==> src/rtl/round_timer_if.sv <==
// Bus bundle for round_timer: tick input, round control, countdown/BCD outputs.
// The optional bonus-time handshake exists only when ROUND_TIMER_BONUS_EN is defined.
interface round_timer_if #(
  parameter int TICK_W = 20,
  parameter int REM_W  = 17
);
  logic [TICK_W-1:0] tick_count;
  logic              start;
  logic              pause;
  logic [REM_W-1:0]  remaining_cs;
  logic              running;
  logic              done;
  logic              expired;
  logic [3:0]        sec_h;
  logic [3:0]        sec_t;
  logic [3:0]        sec_o;
  logic [3:0]        cs_t;
  logic [3:0]        cs_o;
  logic              bcd_valid;
`ifdef ROUND_TIMER_BONUS_EN
  logic              add_valid;
  logic [REM_W-1:0]  add_cs;
  logic              add_ready;

  modport master (
    output tick_count, start, pause, add_valid, add_cs,
    input  remaining_cs, running, done, expired,
    input  sec_h, sec_t, sec_o, cs_t, cs_o, bcd_valid, add_ready
  );

  modport slave (
    input  tick_count, start, pause, add_valid, add_cs,
    output remaining_cs, running, done, expired,
    output sec_h, sec_t, sec_o, cs_t, cs_o, bcd_valid, add_ready
  );
`else
  modport master (
    output tick_count, start, pause,
    input  remaining_cs, running, done, expired,
    input  sec_h, sec_t, sec_o, cs_t, cs_o, bcd_valid
  );

  modport slave (
    input  tick_count, start, pause,
    output remaining_cs, running, done, expired,
    output sec_h, sec_t, sec_o, cs_t, cs_o, bcd_valid
  );
`endif
endinterface

==> src/rtl/round_timer.sv <==
// Round countdown driven by a free-running, wrapping centisecond count, with SSS.cc BCD
// digits built by repeated subtraction. Define ROUND_TIMER_BONUS_EN to add the bonus-time input.
module round_timer #(
  parameter int TICK_W   = 20,
  parameter int TICK_MAX = 1000001,
  parameter int ROUND_CS = 6000,
  parameter int MAX_CS   = 99999,
  parameter int REM_W    = 17
) (
  input logic          clk,
  input logic          reset_n,
  round_timer_if.slave tmr
);
  localparam int DW = TICK_W + 1;
  localparam int CW = (DW > REM_W + 1) ? DW : REM_W + 1;
  localparam logic [DW-1:0]    SPAN      = DW'(TICK_MAX + 1);
  localparam logic [REM_W-1:0] ROUND_VAL = REM_W'(ROUND_CS);

  typedef enum logic [1:0] {IDLE, RUN, PAUSE, EXPIRED} state_t;

  function automatic logic [REM_W-1:0] sat0(input logic [REM_W-1:0] rem,
                                            input logic [DW-1:0] d);
    logic [CW-1:0] r;
    logic [CW-1:0] dd;
    r  = CW'(rem);
    dd = CW'(d);
    if (dd >= r) sat0 = '0;
    else         sat0 = REM_W'(r - dd);
  endfunction

`ifdef ROUND_TIMER_BONUS_EN
  localparam logic [REM_W:0] MAX_W = (REM_W+1)'(MAX_CS);

  function automatic logic [REM_W-1:0] sat_max(input logic [REM_W-1:0] a,
                                               input logic [REM_W-1:0] b);
    logic [REM_W:0] s;
    s = {1'b0, a} + {1'b0, b};
    if (s > MAX_W) sat_max = MAX_W[REM_W-1:0];
    else           sat_max = s[REM_W-1:0];
  endfunction
`endif

  function automatic logic [REM_W-1:0] weight(input logic [1:0] p);
    case (p)
      2'd0:    weight = REM_W'(10000);
      2'd1:    weight = REM_W'(1000);
      2'd2:    weight = REM_W'(100);
      default: weight = REM_W'(10);
    endcase
  endfunction

  state_t            state_q, state_d;
  logic [TICK_W-1:0] prev_tick;
  logic              primed;
  logic [REM_W-1:0]  rem_q, rem_d, dec;
  logic              expired_q, expired_d;
  logic [DW-1:0]     delta_raw, delta;

  // Elapsed ticks since last cycle; the source wraps from TICK_MAX to 0.
  assign delta_raw = (tmr.tick_count >= prev_tick)
                   ? {1'b0, tmr.tick_count} - {1'b0, prev_tick}
                   : {1'b0, tmr.tick_count} + SPAN - {1'b0, prev_tick};
  assign delta     = (!primed || tmr.start) ? '0 : delta_raw;
  assign dec       = sat0(rem_q, delta);

`ifdef ROUND_TIMER_BONUS_EN
  logic add_ready_i;
  logic add_fire;
  assign add_ready_i   = (state_q == RUN) || (state_q == PAUSE);
  assign add_fire      = tmr.add_valid && add_ready_i;
  assign tmr.add_ready = add_ready_i;
`endif

  always_ff @(posedge clk or negedge reset_n) begin
    if (!reset_n) begin
      state_q   <= IDLE;
      prev_tick <= '0;
      primed    <= 1'b0;
      rem_q     <= '0;
      expired_q <= 1'b0;
    end else begin
      state_q   <= state_d;
      prev_tick <= tmr.tick_count;
      primed    <= 1'b1;
      rem_q     <= rem_d;
      expired_q <= expired_d;
    end
  end

  always_comb begin
    state_d   = state_q;
    rem_d     = rem_q;
    expired_d = 1'b0;
    if (tmr.start) begin
      rem_d   = ROUND_VAL;
      state_d = tmr.pause ? PAUSE : RUN;
    end else begin
      case (state_q)
        RUN: begin
          if (tmr.pause) begin
            state_d = PAUSE;
`ifdef ROUND_TIMER_BONUS_EN
            if (add_fire) rem_d = sat_max(rem_q, tmr.add_cs);
`endif
          end else begin
            rem_d = dec;
`ifdef ROUND_TIMER_BONUS_EN
            if (add_fire) rem_d = sat_max(dec, tmr.add_cs);
`endif
            if (rem_d == '0) begin
              state_d   = EXPIRED;
              expired_d = 1'b1;
            end
          end
        end
        PAUSE: begin
          if (!tmr.pause) state_d = RUN;
`ifdef ROUND_TIMER_BONUS_EN
          if (add_fire) rem_d = sat_max(rem_q, tmr.add_cs);
`endif
        end
        EXPIRED: rem_d = '0;
        default: ;
      endcase
    end
  end

  logic [REM_W-1:0] conv_src, work, w_cur, work_sub;
  logic [1:0]       pos;
  logic             busy, ge, step_done, bcd_valid_q;
  logic [3:0]       acc [4];
  logic [3:0]       dig [5];
  logic [3:0]       acc_inc;

  // One subtraction per cycle; move to the next weight once the remainder drops below it.
  assign w_cur     = weight(pos);
  assign ge        = (work >= w_cur);
  assign work_sub  = ge ? work - w_cur : work;
  assign acc_inc   = acc[pos] + {3'b000, ge};
  assign step_done = (work_sub < w_cur);

  always_ff @(posedge clk or negedge reset_n) begin
    if (!reset_n) begin
      conv_src    <= '0;
      work        <= '0;
      pos         <= 2'd0;
      busy        <= 1'b0;
      bcd_valid_q <= 1'b1;
      for (int i = 0; i < 4; i++) acc[i] <= 4'd0;
      for (int i = 0; i < 5; i++) dig[i] <= 4'd0;
    end else if (rem_q != conv_src) begin
      conv_src    <= rem_q;
      work        <= rem_q;
      pos         <= 2'd0;
      busy        <= 1'b1;
      bcd_valid_q <= 1'b0;
      for (int i = 0; i < 4; i++) acc[i] <= 4'd0;
    end else if (busy) begin
      work     <= work_sub;
      acc[pos] <= acc_inc;
      if (step_done) begin
        if (pos == 2'd3) begin
          busy        <= 1'b0;
          bcd_valid_q <= 1'b1;
          dig[0]      <= acc[0];
          dig[1]      <= acc[1];
          dig[2]      <= acc[2];
          dig[3]      <= acc_inc;
          dig[4]      <= work_sub[3:0];
        end else begin
          pos <= pos + 2'd1;
        end
      end
    end
  end

  assign tmr.remaining_cs = rem_q;
  assign tmr.running      = (state_q == RUN);
  assign tmr.done         = (state_q == EXPIRED);
  assign tmr.expired      = expired_q;
  assign tmr.sec_h        = dig[0];
  assign tmr.sec_t        = dig[1];
  assign tmr.sec_o        = dig[2];
  assign tmr.cs_t         = dig[3];
  assign tmr.cs_o         = dig[4];
  assign tmr.bcd_valid    = bcd_valid_q;
endmodule

==> src/flat_wrapper.sv <==
// flat-port wrapper written by rule: the top's interface ports become plain ports
module round_timer_flat 
#(
  parameter int TICK_W   = 20,
  parameter int TICK_MAX = 1000001,
  parameter int ROUND_CS = 6000,
  parameter int MAX_CS   = 99999,
  parameter int REM_W    = 17
)
  (clk, reset_n, tmr_tick_count, tmr_start, tmr_pause, tmr_remaining_cs, tmr_running, tmr_done, tmr_expired, tmr_sec_h, tmr_sec_t, tmr_sec_o, tmr_cs_t, tmr_cs_o, tmr_bcd_valid);
  round_timer_if #(.TICK_W(TICK_W), .REM_W(REM_W)) tmr_i ();
  input logic clk;
  input logic reset_n;
  input wire logic [$bits(tmr_i.tick_count)-1:0] tmr_tick_count;
  input wire logic [$bits(tmr_i.start)-1:0] tmr_start;
  input wire logic [$bits(tmr_i.pause)-1:0] tmr_pause;
  output wire logic [$bits(tmr_i.remaining_cs)-1:0] tmr_remaining_cs;
  output wire logic [$bits(tmr_i.running)-1:0] tmr_running;
  output wire logic [$bits(tmr_i.done)-1:0] tmr_done;
  output wire logic [$bits(tmr_i.expired)-1:0] tmr_expired;
  output wire logic [$bits(tmr_i.sec_h)-1:0] tmr_sec_h;
  output wire logic [$bits(tmr_i.sec_t)-1:0] tmr_sec_t;
  output wire logic [$bits(tmr_i.sec_o)-1:0] tmr_sec_o;
  output wire logic [$bits(tmr_i.cs_t)-1:0] tmr_cs_t;
  output wire logic [$bits(tmr_i.cs_o)-1:0] tmr_cs_o;
  output wire logic [$bits(tmr_i.bcd_valid)-1:0] tmr_bcd_valid;
  assign tmr_i.tick_count = tmr_tick_count;
  assign tmr_i.start = tmr_start;
  assign tmr_i.pause = tmr_pause;
  assign tmr_remaining_cs = tmr_i.remaining_cs;
  assign tmr_running = tmr_i.running;
  assign tmr_done = tmr_i.done;
  assign tmr_expired = tmr_i.expired;
  assign tmr_sec_h = tmr_i.sec_h;
  assign tmr_sec_t = tmr_i.sec_t;
  assign tmr_sec_o = tmr_i.sec_o;
  assign tmr_cs_t = tmr_i.cs_t;
  assign tmr_cs_o = tmr_i.cs_o;
  assign tmr_bcd_valid = tmr_i.bcd_valid;
  round_timer #(.TICK_W(TICK_W), .TICK_MAX(TICK_MAX), .ROUND_CS(ROUND_CS), .MAX_CS(MAX_CS), .REM_W(REM_W)) u_core (.clk(clk), .reset_n(reset_n), .tmr(tmr_i));
endmodule
==> config.mk <==
export PLATFORM = sky130hd
export DESIGN_NAME = round_timer_flat
export DESIGN_NICKNAME = d
export VERILOG_FILES = /design/src/rtl/round_timer_if.sv /design/src/rtl/round_timer.sv /design/src/flat_wrapper.sv
export SDC_FILE = /design/constraint.sdc
export NUM_CORES = 1
export LEC_CHECK = 0
export CAP_MARGIN = 20
export CORE_MARGIN = 1.5
export CORE_UTILIZATION = 45
export DETAILED_ROUTE_END_ITERATION = 8
export DONT_BUFFER_PORTS = 1
export SETUP_SLACK_MARGIN = 0.4
export SKIP_CTS_REPAIR_TIMING = 1
export SYNTH_ARGS = -nofsm -noshare
export SYNTH_HDL_FRONTEND = slang
export SYNTH_SLANG_ARGS = --single-unit
==> constraint.sdc <==
create_clock -name clk -period 6.15 [get_ports clk]
set_input_delay 0.3075 -clock clk [delete_from_list [all_inputs] [get_ports clk]]
set_output_delay 0.3075 -clock clk [all_outputs]
set_load 0.02 [all_outputs]
Word-level counts from Yosys, hierarchy flattened
Cells that the tools add are included.
{"block": "classes", "bitwise_logic": 2, "n_eq_ne": 11, "order_cmp": 6, "n_reduce_logical": 15, "add_sub_neg": 7, "muxes": 40}
{"operator": "$mux 17", "n": 6}
{"operator": "$mux 21", "n": 2}
{"operator": "$pmux 14 s3", "n": 1}
{"operator": "$pmux 17 s2", "n": 1}
{"operator": "$mux 16", "n": 2}
{"operator": "$add 20x20->21 const B", "n": 1}
{"operator": "$ge 21x17->1", "n": 1}
{"operator": "$sub 20x20->21", "n": 1}
{"operator": "$sub 21x20->21", "n": 1}
{"operator": "$ge 20x20->1", "n": 1}
{"operator": "$mux 2", "n": 9}
{"operator": "$ge 17x14->1", "n": 1}
{"operator": "$logic_not 17->1", "n": 1}
{"operator": "$lt 17x14->1", "n": 1}
{"operator": "$ne 17x17->1", "n": 1}
{"operator": "$sub 17x14->17", "n": 1}
{"operator": "$sub 17x17->17", "n": 1}
{"operator": "$bwmux 16", "n": 1}
{"operator": "$mux 1", "n": 12}
{"operator": "$mux 4", "n": 3}
{"operator": "$reduce_and 3->1", "n": 3}
{"operator": "$bmux 4 s2", "n": 1}
{"operator": "$demux 4 s2", "n": 1}
{"operator": "$eq 2x2->1 const B", "n": 4}
{"operator": "19 further kinds", "n": 24}
{"block": "word_totals", "out_inout_bits": 41, "in_bits": 24, "wordCells": 100, "regBits": 115}

Logic depth before layout (Yosys ltp)
{"block": "logic_depth", "ltp_word": 11, "ltp_mapped": 26, "ltp_nobuf": 25}

Worst setup path after synthesis
OpenSTA, ideal clock, no wires.
{"block": "synth_timing", "kind": "reg-to-reg", "from": "register u_core.pos[0]", "to": "register u_core.dig (netlist bit u_core.tmr.cs_o[0])", "period_less_slack_ns": 5.448, "setup_ns": 0.125, "n_path_buf": 3, "path_stages_with_launch": 23, "arrival_ns": 5.324, "setup_slack_ns": 0.702, "t_required_ns": 6.025, "cell_sequence": "dfrtp_1 > clkbuf_1 > inv_1 > ha_1 > inv_1 > ha_1 > a2111oi_0 > o221ai_1 > a21oi_1 > nand3b_1 > clkbuf_1 > mux2_2 > ha_1 > a21o_1 > a21o_1 > a21oi_1 > a21oi_1 > a221oi_1 > o211a_1 > nand2_1 > nor4_1 > buf_2 > mux2_2"}
{"block": "synth_via", "elab_chain_len": 6, "word_cells_on_any_way": 10, "classes_between": "add/sub (1); order compare (2); eq/ne (3); mux (2); reduce/logical (2)"}
{"element": "from (decl)", "line_no": "round_timer.sv:129", "source": "logic [1:0] pos;"}
{"element": "from (signal assigned)", "line_no": "round_timer.sv:171", "source": "pos <= pos + 2'd1;"}
{"element": "$eq 2x2->1 (tied with other cells)", "line_no": "round_timer.sv:44", "source": "case (p)"}
{"element": "$pmux 14 s3", "line_no": "round_timer.sv:44"}
{"element": "$sub 17x14->17 / $ge 17x14->1 (equally long branches)", "line_no": "round_timer.sv:138, round_timer.sv:137"}
{"element": "$mux 17", "line_no": "round_timer.sv:138", "source": "assign work_sub = ge ? work - w_cur : work;"}
{"element": "$lt 17x14->1", "line_no": "round_timer.sv:140", "source": "assign step_done = (work_sub < w_cur);"}
{"element": "$reduce_and 4->1 (no line)"}
{"element": "to (decl)", "line_no": "round_timer.sv:132", "source": "logic [3:0] dig [5];"}
Several ways; a longest one is shown, not always the timed one.
A chain may end at the register's enable or synchronous reset.

Worst setup path in the final report
{"block": "layout_timing", "from": "register u_core.prev_tick[3]", "to": "register u_core.expired_q, in the netlist u_core.tmr.expired"}
{"block": "layout_via", "elab_chain_len": 10, "word_cells_on_any_way": 13, "classes_between": "add/sub (3); order compare (2); mux (7); reduce/logical (1)"}
{"element": "from (decl)", "line_no": "round_timer.sv:53", "source": "logic [TICK_W-1:0] prev_tick;"}
{"element": "from (signal assigned)", "line_no": "round_timer.sv:83", "source": "prev_tick <= tmr.tick_count;"}
{"element": "$sub 21x20->21 (tied with other cells)", "line_no": "round_timer.sv:62", "source": ": {1'b0, tmr.tick_count} + SPAN - {1'b0, prev_tick};"}
{"element": "$mux 21 *", "line_no": "round_timer.sv:61", "source": "? {1'b0, tmr.tick_count} - {1'b0, prev_tick}"}
{"element": "$mux 21 *", "line_no": "round_timer.sv:63", "source": "assign delta = (!primed || tmr.start) ? '0 : delta_raw;"}
{"element": "$sub 17x17->17 / $ge 21x17->1 (equally long branches)", "line_no": "round_timer.sv:28, round_timer.sv:27"}
{"element": "$mux 17 *", "line_no": "round_timer.sv:27", "source": "if (dd >= r) sat0 = '0;"}
{"element": "$logic_not 17->1 *", "line_no": "round_timer.sv:110", "source": "if (rem_d == '0) begin"}
{"element": "$mux 1 *", "line_no": "round_timer.sv:110"}
{"element": "$mux 1 *", "line_no": "round_timer.sv:100", "source": "if (tmr.pause) begin"}
{"element": "$mux 1 *", "line_no": "round_timer.sv:98", "source": "case (state_q)"}
{"element": "$mux 1 *", "line_no": "round_timer.sv:94", "source": "if (tmr.start) begin"}
{"element": "via u_core.expired_d", "line_no": "round_timer.sv:56", "source": "logic expired_q, expired_d;"}
{"element": "to (signal assigned)", "line_no": "round_timer.sv:86", "source": "expired_q <= expired_d;"}
{"element": "to (decl)", "line_no": "round_timer.sv:56"}
Mark *: on every way through the listed nets, which the timed path passes. The rest lies on a longest branch.

==> metrics.md <==
| Metric | Value |
|---|---|
| Max-slew violation count | `0` |
| Synthesized net count | `between 1000 and 1500` |
| Share of post-route cells with drive strength above 1 | `0.1095` |
| Cell Count Post-Placement | `approximately 1300` |
| Most common cell after layout, fill and taps aside | `inv_1` |
| Fin nets | `between 1000 and 1500` |
| Critical Path RT | `about 6.5 ns` |
| Signed area change from the synthesized netlist to the final layout | `13.58%` |
| Clock-pin slew reported for the worst setup and hold paths after clock tree synthesis | `approximately 0.06 ns` |
| Status | `finished with violations` |
| Worst-Skew Late Latency | `0.43 ns` |
| Worst Hold Slack | `-0.005537 ns` |
| Drt wl/cell | `17.21 um` |
| CTS sink cnt | `115` |
| Unrepaired setup endpoints after global routing | `yes` |
| Die extent in x | `147.8 um` |
| Final WL | `about 24 mm` |
| Worst setup SP type | `register` |
| Endpoints failing hold | `1` |
| Worst reg2reg startpoint | `u_core.prev_tick[3]` |
| Class of the tightest hold or removal check | `in -> reg` |
| Critical hold path startpoint | `tmr_start` |
| Number of warnings issued by yosys | `0` |
| Slew Limit Headroom | `0.3254` |
| Non-filler cells in the finished layout | `about 1400` |
| First drt pass iteration count | `7` |
| Detailed-placement wirelength estimate | `about 18 mm` |
| Fraction of registers with async set or reset after synthesis | `1.000` |
| H-tree level count | `4` |
| Worst voltage drop across the vdd grid | `between 200 and 250 uV` |
| Fmax | `0.1820 GHz` |
| Final weighted congestion in routability-driven placement | `a little over 0.9` |
| Final clock skew | `between 0.015 and 0.02 ns` |
| Setup TNS | `0 ns` |
| Std cell rows | `52` |
| Largest net degree at the start of global routing | `116` |
| Transition time at the pin with the least slew margin | `roughly 1.0 ns` |
| First-pass GRT wire length | `about 38 mm` |
| Number of buffers added by the clock tree synthesis step | `17` |
| Total setup violations reported at the end of the flow | `0` |
| Worst path arrival time | `between 5 and 6 ns` |
| Classification of the worst setup path | `reg -> reg` |
| Via count normalized by instance count | `5.452` |
| Initial Util | `0.4631` |
| Global-route congestion overflow total | `0` |
| DIE HEIGHT | `between 100 and 150 um` |
| Post-synthesis sequential element count | `115` |
| Number of enable-type register cells in the synthesized netlist | `0` |
| Average cell area after synthesis | `about 8.8 sq um` |
| Critical path fanouts, max | `8` |
| Boundary pin count | `65` |
| Number of diodes added for antenna fixing | `0` |
| Initial detailed-routing violation count | `~330` |
| Number of buffers on the longest clock path | `2` |
| Synthesized area | `0.009432 sq mm` |
| Initial antenna violation count | `0` |
| Number of input and output port buffers inserted | `0` |
| Worst setup EP type | `register` |
| Full die area | `0.02184 sq mm` |
| Highest-count cells in the layout ignoring fill and taps | `inv_1 (122), dfrtp_1 (111), ha_1 (104), nand2_1 (88), a21oi_1 (85)` |
| Pwr per Cell Area | `272.1 mW/mm^2` |
| Total core area | `roughly 0.020 sq mm` |
| Max-cap check violation count | `0` |
| Post-detailed-route count of antenna-violating nets | `0` |
| Failing checks | `hold timing` |
| Number of vias in the routed layout | `~7500` |
| Time the final worst path needs with I/O delays and setup | `between 5 and 6 ns` |
| Root buf cell | `clkbuf_16` |
| Fin crit share | `0.8933` |
| Syn Inst Count | `1073` |
| FILL cells | `1873` |
| Post-synthesis sequential area ratio | `0.3053` |
| GRT Total Usage | `0.2192` |
| Drc violations | `0` |
| LEAKAGE | `a little over 0.005 uW` |
| Via count of the first global-routing pass | `~7300` |
| Clock tree from TritonCTS | `done` |
| Most frequently used flop master after synthesis | `dfrtp_1` |
| Worst Setup SP | `u_core.prev_tick[3]` |
| Unique masters post-synth | `67` |
flip-flops by register name, summed over array words and instances, names as in the netlist, 2 cells and up:
signal	flops
u_core.tmr.sec_t	4
u_core.work	17
u_core.tmr.cs_t	4
u_core.tmr.remaining_cs	17
u_core.tmr.sec_h	4
u_core.tmr.sec_o	4
u_core.pos	2
u_core.tmr.cs_o	4
u_core.prev_tick	20
u_core.acc	16
u_core.conv_src	17
u_core.state_q	2
critical path, stage by stage, from the launching register on:
cell and delay, ns:
dfrtp_1 0.40, inv_1 0.07, ha_1 0.17, inv_1 0.06, fa_2 0.61, nor3b_1 0.09
nor3_2 0.26, a21oi_1 0.13, nor3_2 0.26, xor2_1 0.16, nand2_1 0.06, o21ai_0 0.06
nand2b_1 0.14, inv_1 0.05, ha_1 0.38, a21o_1 0.23, a221oi_2 0.32, o21ai_2 0.11
xor2_1 0.17, a211o_1 0.22, or4b_1 0.45, or4_1 0.42, or4_1 0.41, a21oi_1 0.17
cell type report:
class                      instances  area (sq um)  area share
multi-input combinational        796          6067      0.5663
clock inverter                    15         160.2     0.01495
sequential                       115          2883      0.2691
tap                              270         337.8     0.03153
timing repair buffer              40         381.6     0.03562
clock buffer                      17         425.4     0.03971
inverter                         122         457.9     0.04275
metrics by stage:
stage	power [uW]	worst slack [ns]	util	instance area (sq um)	hold WS (ns)
6_report	2915	0.6560	0.5261	10710	-0.005537
5_1_grt	3094	0.3619	0.5261	10710	0.01706
4_1_cts	2875	0.3346	0.5047	10280	-0.4496
2_1_floorplan	1628	0.7018	-	9432	0.01191
3_3_place_gp	1852	0.4385	0.4756	9686	0.01429
3_5_place_dp	1854	0.3604	0.4760	9693	0.01432
layer usage:
layer | GRT usage | vias to the layer above | share of wire
li1 | - | 3760 | -
met1 | 0.2789 | 3586 | 0.45
met2 | 0.3743 | 126 | 0.50
met3 | 0.04938 | 24 | 0.041
met4 | 0.05900 | 0 | 0.014
met5 | 0 | - | 0
Yosys cell counts, drive strengths merged (11+ instances only):
cell,n,area (sq um)
mux2i,18,180.2
o211ai,13,97.59
xor2,24,210.2
a21o,21,157.7
mux2,25,281.5
inv,122,457.9
clkbuf,34,127.6
nor3,12,60.06
nand2,88,330.3
nor2b,11,68.82
ha,108,1351
a211oi,12,90.09
nor2,66,247.7
nand3,19,95.09
nand4,11,68.82
fa,15,300.3
xnor2,49,429.2
nand2b,21,131.4
and2,11,71.32
a21oi,91,463.0
o21ai,64,324.1
dfrtp,114,2853
cells by family (layout without fill, tap and decap cells):
family                   Yosys count  after routing  synth area share
adder cells (fa/ha/maj)          123            123            0.1751
XOR/XNOR                          73             73           0.06779
multiplexers                      47             47           0.05850
buffers and inverters            163            194           0.06527
flip-flops                       115            115            0.3053
AO/OA/AOI/OAI                    270            271            0.1812
other                              1              1         0.0003976
AND/OR/NAND/NOR                  281            281            0.1465
final timing paths:
check	depth (start not counted)	to	slack, ns
worst max-delay path	23	u_core.tmr.expired	0.66
worst min register to register	2	u_core.acc[1]	0.53
worst min-delay path	2	u_core.tmr.remaining_cs[5]	-0.006
min in group asynchronous	2	u_core.prev_tick[6]	0.46
worst max register to register	23	u_core.tmr.expired	0.66
max in group asynchronous	2	u_core.pos[0]	5.12
power by group:
part / switching, uW / leakage (uW) / internal, uW
combinational: 590 / 0.00332 / 447
clock: 429 / 0.000284 / 575
sequential: 75.3 / 0.00148 / 798
(Power assumes the default switching activity.)
